## config.mk

```make
export PLATFORM = sky130hd
export DESIGN_NAME = spike_rate_monitor_flat
export DESIGN_NICKNAME = d
export VERILOG_FILES = /design/src/rtl/spike_rate_monitor_if.sv /design/src/rtl/spike_rate_monitor.sv /design/src/flat_wrapper.sv
export SDC_FILE = /design/constraint.sdc
export NUM_CORES = 1
export LEC_CHECK = 0
export CAP_MARGIN = 25
export CORE_MARGIN = 10
export CORE_UTILIZATION = 52
export CTS_BUF_LIST = sky130_fd_sc_hd__clkbuf_4 sky130_fd_sc_hd__clkbuf_8 sky130_fd_sc_hd__clkbuf_16
export DETAILED_ROUTE_END_ITERATION = 10
export PLACE_DENSITY = 0.7
export SKIP_LAST_GASP = 1
export SYNTH_ARGS = -nofsm -noshare
export SYNTH_HDL_FRONTEND = slang
export SYNTH_SLANG_ARGS = --single-unit
```

## constraint.sdc

```tcl
create_clock -name clk -period 4.1 [get_ports clk]
set_input_delay 0.82 -clock clk [delete_from_list [all_inputs] [get_ports clk]]
set_output_delay 0.82 -clock clk [all_outputs]
set_load 0.03 [all_outputs]
```

## src/rtl/spike_rate_monitor_if.sv

```systemverilog
// Pin-side bundle of the spike rate monitor: neuron spike, control and status byte.
interface spike_rate_monitor_if;
    logic       spike;
    logic       en;
    logic [2:0] sel;
    logic [7:0] data_out;
    logic       rate_valid;
    logic       burst;

    modport master (output spike, en, sel, input data_out, rate_valid, burst);
    modport slave  (input spike, en, sel, output data_out, rate_valid, burst);
endinterface

```

## src/rtl/spike_rate_monitor.sv

```systemverilog
// Spike onset rate counter, ISI meter and burst detector with a registered status byte.
// Optional ISI histogram (sel=4..7) is built when SPIKE_RATE_MONITOR_HIST_EN is defined.
module spike_rate_monitor #(
    parameter int WIN_LEN   = 1000,
    parameter int BURST_ISI = 20,
    parameter int BURST_MIN = 3
) (
    input  logic             clk,
    input  logic             reset_n,
    spike_rate_monitor_if.slave mon
);
    typedef enum logic [1:0] {S_IDLE = 2'd0, S_TRACK = 2'd1, S_BURST = 2'd2} fsm_t;

    typedef struct packed {
        logic       burst;
        logic       isi_valid;
        logic [1:0] state;
        logic [3:0] burst_len;
    } status_t;

    logic        spike_q;
    logic [15:0] win_cnt;
    logic [7:0]  spk_cnt, rate_reg, isi_cnt, isi_last, short_cnt, short_d;
    logic [7:0]  dout_q, mux_d, spk_sum;
    logic [3:0]  burst_len, blen_d;
    logic        rv_q, isi_valid, onset, terminal, isi_short, rate_vld;
    fsm_t        state, state_d;
    status_t     status;

    assign onset     = mon.spike & ~spike_q & mon.en;
    assign terminal  = (win_cnt == 16'(WIN_LEN - 1));
    assign isi_short = (int'(isi_cnt) <= BURST_ISI);
    assign spk_sum   = (spk_cnt == 8'hFF) ? 8'hFF : spk_cnt + {7'd0, onset};
    assign rate_vld  = rv_q & mon.en;

    assign status = '{burst: (state == S_BURST), isi_valid: isi_valid,
                      state: state, burst_len: burst_len};

    always_comb begin
        state_d = state;
        short_d = short_cnt;
        blen_d  = burst_len;
        if (mon.en) begin
            case (state)
                S_IDLE: begin
                    if (onset) begin
                        state_d = S_TRACK;
                        short_d = 8'd0;
                    end
                end
                S_TRACK: begin
                    if (onset && isi_valid) begin
                        if (isi_short) begin
                            short_d = short_cnt + 8'd1;
                            // the onset completing the run is the first spike of the burst
                            if (int'(short_d) == BURST_MIN) begin
                                state_d = S_BURST;
                                blen_d  = 4'd1;
                            end
                        end else begin
                            short_d = 8'd0;
                        end
                    end else if (!isi_short) begin
                        short_d = 8'd0;
                    end
                end
                S_BURST: begin
                    if (!isi_short) begin
                        state_d = S_TRACK;
                        short_d = 8'd0;
                    end else if (onset && burst_len != 4'hF) begin
                        blen_d = burst_len + 4'd1;
                    end
                end
                default: state_d = S_IDLE;
            endcase
        end
    end

`ifdef SPIKE_RATE_MONITOR_HIST_EN
    logic [3:0][7:0] hist;
    logic [1:0]      bin;

    always_comb begin
        bin = 2'd3;
        if (isi_cnt <= 8'd8)        bin = 2'd0;
        else if (isi_cnt <= 8'd32)  bin = 2'd1;
        else if (isi_cnt <= 8'd128) bin = 2'd2;
    end

    // clear wins over a simultaneous increment
    always_ff @(posedge clk) begin
        if (!reset_n || rate_vld)
            hist <= '0;
        else if (onset && isi_valid && hist[bin] != 8'hFF)
            hist[bin] <= hist[bin] + 8'd1;
    end
`endif

    always_comb begin
        mux_d = 8'd0;
        case (mon.sel)
            3'd0:    mux_d = rate_reg;
            3'd1:    mux_d = isi_last;
            3'd2:    mux_d = status;
            3'd3:    mux_d = spk_cnt;
`ifdef SPIKE_RATE_MONITOR_HIST_EN
            default: mux_d = hist[mon.sel[1:0]];
`else
            default: mux_d = 8'd0;
`endif
        endcase
    end

    always_ff @(posedge clk) begin
        if (!reset_n) begin
            spike_q   <= 1'b0;
            win_cnt   <= '0;
            spk_cnt   <= '0;
            rate_reg  <= '0;
            rv_q      <= 1'b0;
            isi_cnt   <= '0;
            isi_valid <= 1'b0;
            isi_last  <= '0;
            state     <= S_IDLE;
            short_cnt <= '0;
            burst_len <= '0;
            dout_q    <= '0;
        end else begin
            spike_q   <= mon.spike;
            dout_q    <= mux_d;
            rv_q      <= 1'b0;
            state     <= state_d;
            short_cnt <= short_d;
            burst_len <= blen_d;
            if (mon.en) begin
                if (terminal) begin
                    win_cnt  <= '0;
                    rate_reg <= spk_sum;
                    spk_cnt  <= '0;
                    rv_q     <= 1'b1;
                end else begin
                    win_cnt <= win_cnt + 16'd1;
                    spk_cnt <= spk_sum;
                end
                if (onset)
                    isi_cnt <= 8'd1;
                else if (isi_cnt != 8'hFF)
                    isi_cnt <= isi_cnt + 8'd1;
                if (onset) begin
                    if (isi_valid) isi_last <= isi_cnt;
                    isi_valid <= 1'b1;
                end
            end
        end
    end

    assign mon.data_out   = dout_q;
    assign mon.rate_valid = rate_vld;
    assign mon.burst      = (state == S_BURST);
endmodule

```

## src/flat_wrapper.sv

```systemverilog
// flat-port wrapper written by rule: the top's interface ports become plain ports
module spike_rate_monitor_flat 
#(
    parameter int WIN_LEN   = 1000,
    parameter int BURST_ISI = 20,
    parameter int BURST_MIN = 3
)
  (clk, reset_n, mon_spike, mon_en, mon_sel, mon_data_out, mon_rate_valid, mon_burst);
  spike_rate_monitor_if mon_i ();
  input  logic clk;
  input  logic reset_n;
  input wire logic [$bits(mon_i.spike)-1:0] mon_spike;
  input wire logic [$bits(mon_i.en)-1:0] mon_en;
  input wire logic [$bits(mon_i.sel)-1:0] mon_sel;
  output wire logic [$bits(mon_i.data_out)-1:0] mon_data_out;
  output wire logic [$bits(mon_i.rate_valid)-1:0] mon_rate_valid;
  output wire logic [$bits(mon_i.burst)-1:0] mon_burst;
  assign mon_i.spike = mon_spike;
  assign mon_i.en = mon_en;
  assign mon_i.sel = mon_sel;
  assign mon_data_out = mon_i.data_out;
  assign mon_rate_valid = mon_i.rate_valid;
  assign mon_burst = mon_i.burst;
  spike_rate_monitor #(.WIN_LEN(WIN_LEN), .BURST_ISI(BURST_ISI), .BURST_MIN(BURST_MIN)) u_core (.clk(clk), .reset_n(reset_n), .mon(mon_i));
endmodule
```

==> results.json <==
{
  "setup_ws_ns": 0.7770,
  "post_cts_resized": 0,
  "swShare_pct": 23.31,
  "ys_types": 59,
  "clock_latency_ns": 0.34,
  "cp.required_ns": 3.28,
  "min_path_type": "flop to flop",
  "slew_headroom_pct": 42.19,
  "finalHoldViolations": 0,
  "critPathMaxFanout": 16,
  "syn_nets": 469,
  "syn_area_per_cell_sq_um": 8.419,
  "hold_buffers": 0,
  "status": "finished, final reports clean",
  "wl_per_cell_um": 14.89,
  "yosysSeqAreaShare_pct": 38.57,
  "timing.setup.tns_ns": 0,
  "cp.arrival_ns": 2.50,
  "slowest_stage": "clkdlybuf4s50_1",
  "p_int_uw": 1104,
  "rsz0062_at_grt": "false",
  "h-tree-depth": 3,
  "synthArstFlopShare_pct": 0,
  "grt_max_degree": 21,
  "dominantRegCellSynth": "dfxtp_1",
  "drive_above_1_share_pct": 8.621,
  "max_stage_delay_ns": 0.81,
  "design.die.area_sq_mm": 0.01110,
  "pre_cts_ws_ns": 0.7079,
  "cts-root-buf": "clkbuf_8",
  "crit_family": "buffers and inverters",
  "overflow": 0,
  "numCtsBuffers": 9,
  "ys_seq_elements": 73,
  "wl_met2_mm": 3.892,
  "crit_top_cell": "clkdlybuf4s50_1",
  "die_w_um": 105.4,
  "netlist_instances": 450,
  "drt_iter0_drc": 105,
  "diodes": 0,
  "period_minus_slack_ns": 3.323,
  "worst-slew-pin-transition_ns": 0.8645,
  "leakage_uw": 0.001507,
  "seqPwrFrac_pct": 50.3,
  "clock_path_buffers": 2,
  "syn_area_sq_mm": 0.003789,
  "nNetsFinal": 478,
  "clock_skew_ns": 0.009726,
  "fin_crit_sh_pct": 81.05,
  "cts_setup_buffers": 0,
  "path_depth": 3,
  "grt_pass1_wl_mm": 14.03,
  "yosys_warnings": 0,
  "routed_via_density": 5.581,
  "drc": 0,
  "path_cells": "clkdlybuf4s50_1, and2_1, clkdlybuf4s50_1",
  "rows": 31,
  "io-pin-count": 17,
  "start_util_pct": 52.80,
  "drv_slew": 0,
  "min_path_cells": 2,
  "cp-end-kind": "output port",
  "routed-via-count": 3142,
  "tritoncts": "yes",
  "fin_total_pwr_uw": 1440,
  "dr.max_layer_used": "met4",
  "largest_reg_flops": 16,
  "die_y_um": 105.4,
  "first_pass_iters": 4,
  "finalSetupViolations": 0,
  "ir_worst_vdd_mv": 0.1981,
  "gp_congestion": 0.8493,
  "clkPwrFrac_pct": 44.3,
  "worstRegToRegCells": 5,
  "worst-path-buf-inv": 2,
  "antenna_found_initial": 0,
  "maxCapViolations": 0,
  "wirelength_mm": 8.384,
  "clock-sinks": 73,
  "met3_length_um": 340,
  "grt_use_total_pct": 15.11,
  "syn_to_final_growth_pct": 11.23,
  "power_frac_comb_pct": 5.4,
  "p_per_area_mw_per_mm2": 341.7,
  "cp-start-kind": "input pin",
  "worstSetupPathType": "input pin to output port",
  "grt_pass1_vias": 2893,
  "hpwl_mm": 5.900,
  "core_sq_mm": 0.007176,
  "drt-met1-wl_mm": 4.069,
  "clk_pin_slew_ns": 0.08,
  "timing.fmax_mhz": 300.9,
  "port_buffers": 16,
  "synth-edff-count": 0,
  "postRouteAntennaNets": 0,
  "largest_register": "u_core.win_cnt",
  "p_switching_uw": 335.6
}
==> synthesized netlist by cell type, types with 2 or more instances <==
cell	number	area share (%)
o21ai_2	2	0.46
a311oi_1	3	0.69
or3_1	11	1.8
nand2_1	37	3.7
and4_1	2	0.46
or4_1	3	0.59
a22oi_1	2	0.40
and2_1	16	2.6
nand3b_1	2	0.40
nor3_1	4	0.53
xnor2_1	11	2.5
or2_2	2	0.33
nand2b_1	7	1.2
o22ai_1	7	1.2
a21oi_1	42	5.5
dfxtp_1	73	39
nor2_1	56	5.5
nor2b_1	2	0.33
inv_1	14	1.4
ha_1	12	4.0
buf_6	2	0.59
nand3_1	22	2.9
nand4_1	9	1.5
buf_4	2	0.40
o21ai_1	3	0.40
nor2_2	3	0.50
mux2i_1	15	4.0
a31oi_1	2	0.33
o21ai_0	20	2.6
a211oi_2	3	0.99
clkbuf_1	12	1.2
xor2_1	11	2.5
and3_1	10	1.7
buf_2	3	0.40
==> final timing paths <==
kind,startpoint,to,slack (ns)
worst max register to register,u_core.win_cnt[15],u_core.win_cnt[8],1.57
worst min register to register,u_core.isi_last[0],u_core.isi_last[0],0.46
worst max-delay path,mon_en,mon_rate_valid,0.78
worst min-delay path,u_core.isi_last[0],u_core.isi_last[0],0.46
==> power by group through the flow <==
stage / sequential, uW / combinational (uW) / clock, uW
after floorplan: 738 / 55.2 / 0
after global placement: 740 / 76.7 / 0
after detailed placement: 740 / 77.8 / 0
after CTS: 724 / 78.2 / 656
after global routing: 725 / 87.4 / 689
final: 724 / 78.5 / 637
==> worst min-delay path: stages, from the launching register on <==
cell and delay (ns):
dfxtp_1 0.31, nand2_1 0.05, a21oi_1 0.05
==> cells in the final DEF (no fill, tap or decap), drive strengths merged, types with 9 or more instances in the layout <==
cell,instances
dfxtp,73
nor2,59
a21oi,42
nand2,37
o21ai,25
nand3,22
and2,16
clkdlybuf4s50,16
mux2i,16
inv,16
ha,12
or3,11
xnor2,11
xor2,11
and3,10
clkbuf,10
nand4,9
==> stage by stage <==
| stage | util [%] | cells | area, sq um | hold WS (ns) |
|---|---|---|---|---|
| 2_1_floorplan | - | 450 | 3789 | 0.4333 |
| 3_3_place_gp | 55.55 | 547 | 3986 | 0.4470 |
| 3_5_place_dp | 55.55 | 547 | 3986 | 0.4503 |
| 4_1_cts | 58.73 | 563 | 4214 | 0.4615 |
| 5_1_grt | 58.73 | 563 | 4214 | 0.4787 |
| 6_report | 58.73 | 563 | 4214 | 0.4563 |
==> cell type report <==
type,count,area (sq um)
inverters,15,56.30
flip-flops and latches,73,1461
clock buffers,10,137.6
fillers,656,2962
well taps,99,123.9
repair buffers,18,175.2
clock inverters,6,90.09
multi-input cells,342,2170
==> kinds of logic after synthesis <==
family / after synthesis / share of synthesized area, %
xor gates and xnor gates: 22 / 5.086
AOI/OAI and AO/OA: 95 / 15.62
muxes: 18 / 5.449
buffers and inverters: 35 / 4.161
DFF: 73 / 38.57
adders and majority gates: 12 / 3.963
and+or+nand+nor: 195 / 27.15
==> metal layers <==
metal / up-vias / global-route usage (%)
li1: 1607 / -
met1: 1474 / 18.73
met2: 53 / 24.58
met3: 8 / 4.446
met4: 0 / 4.902
met5: - / 0
(Power assumes the default switching activity.)
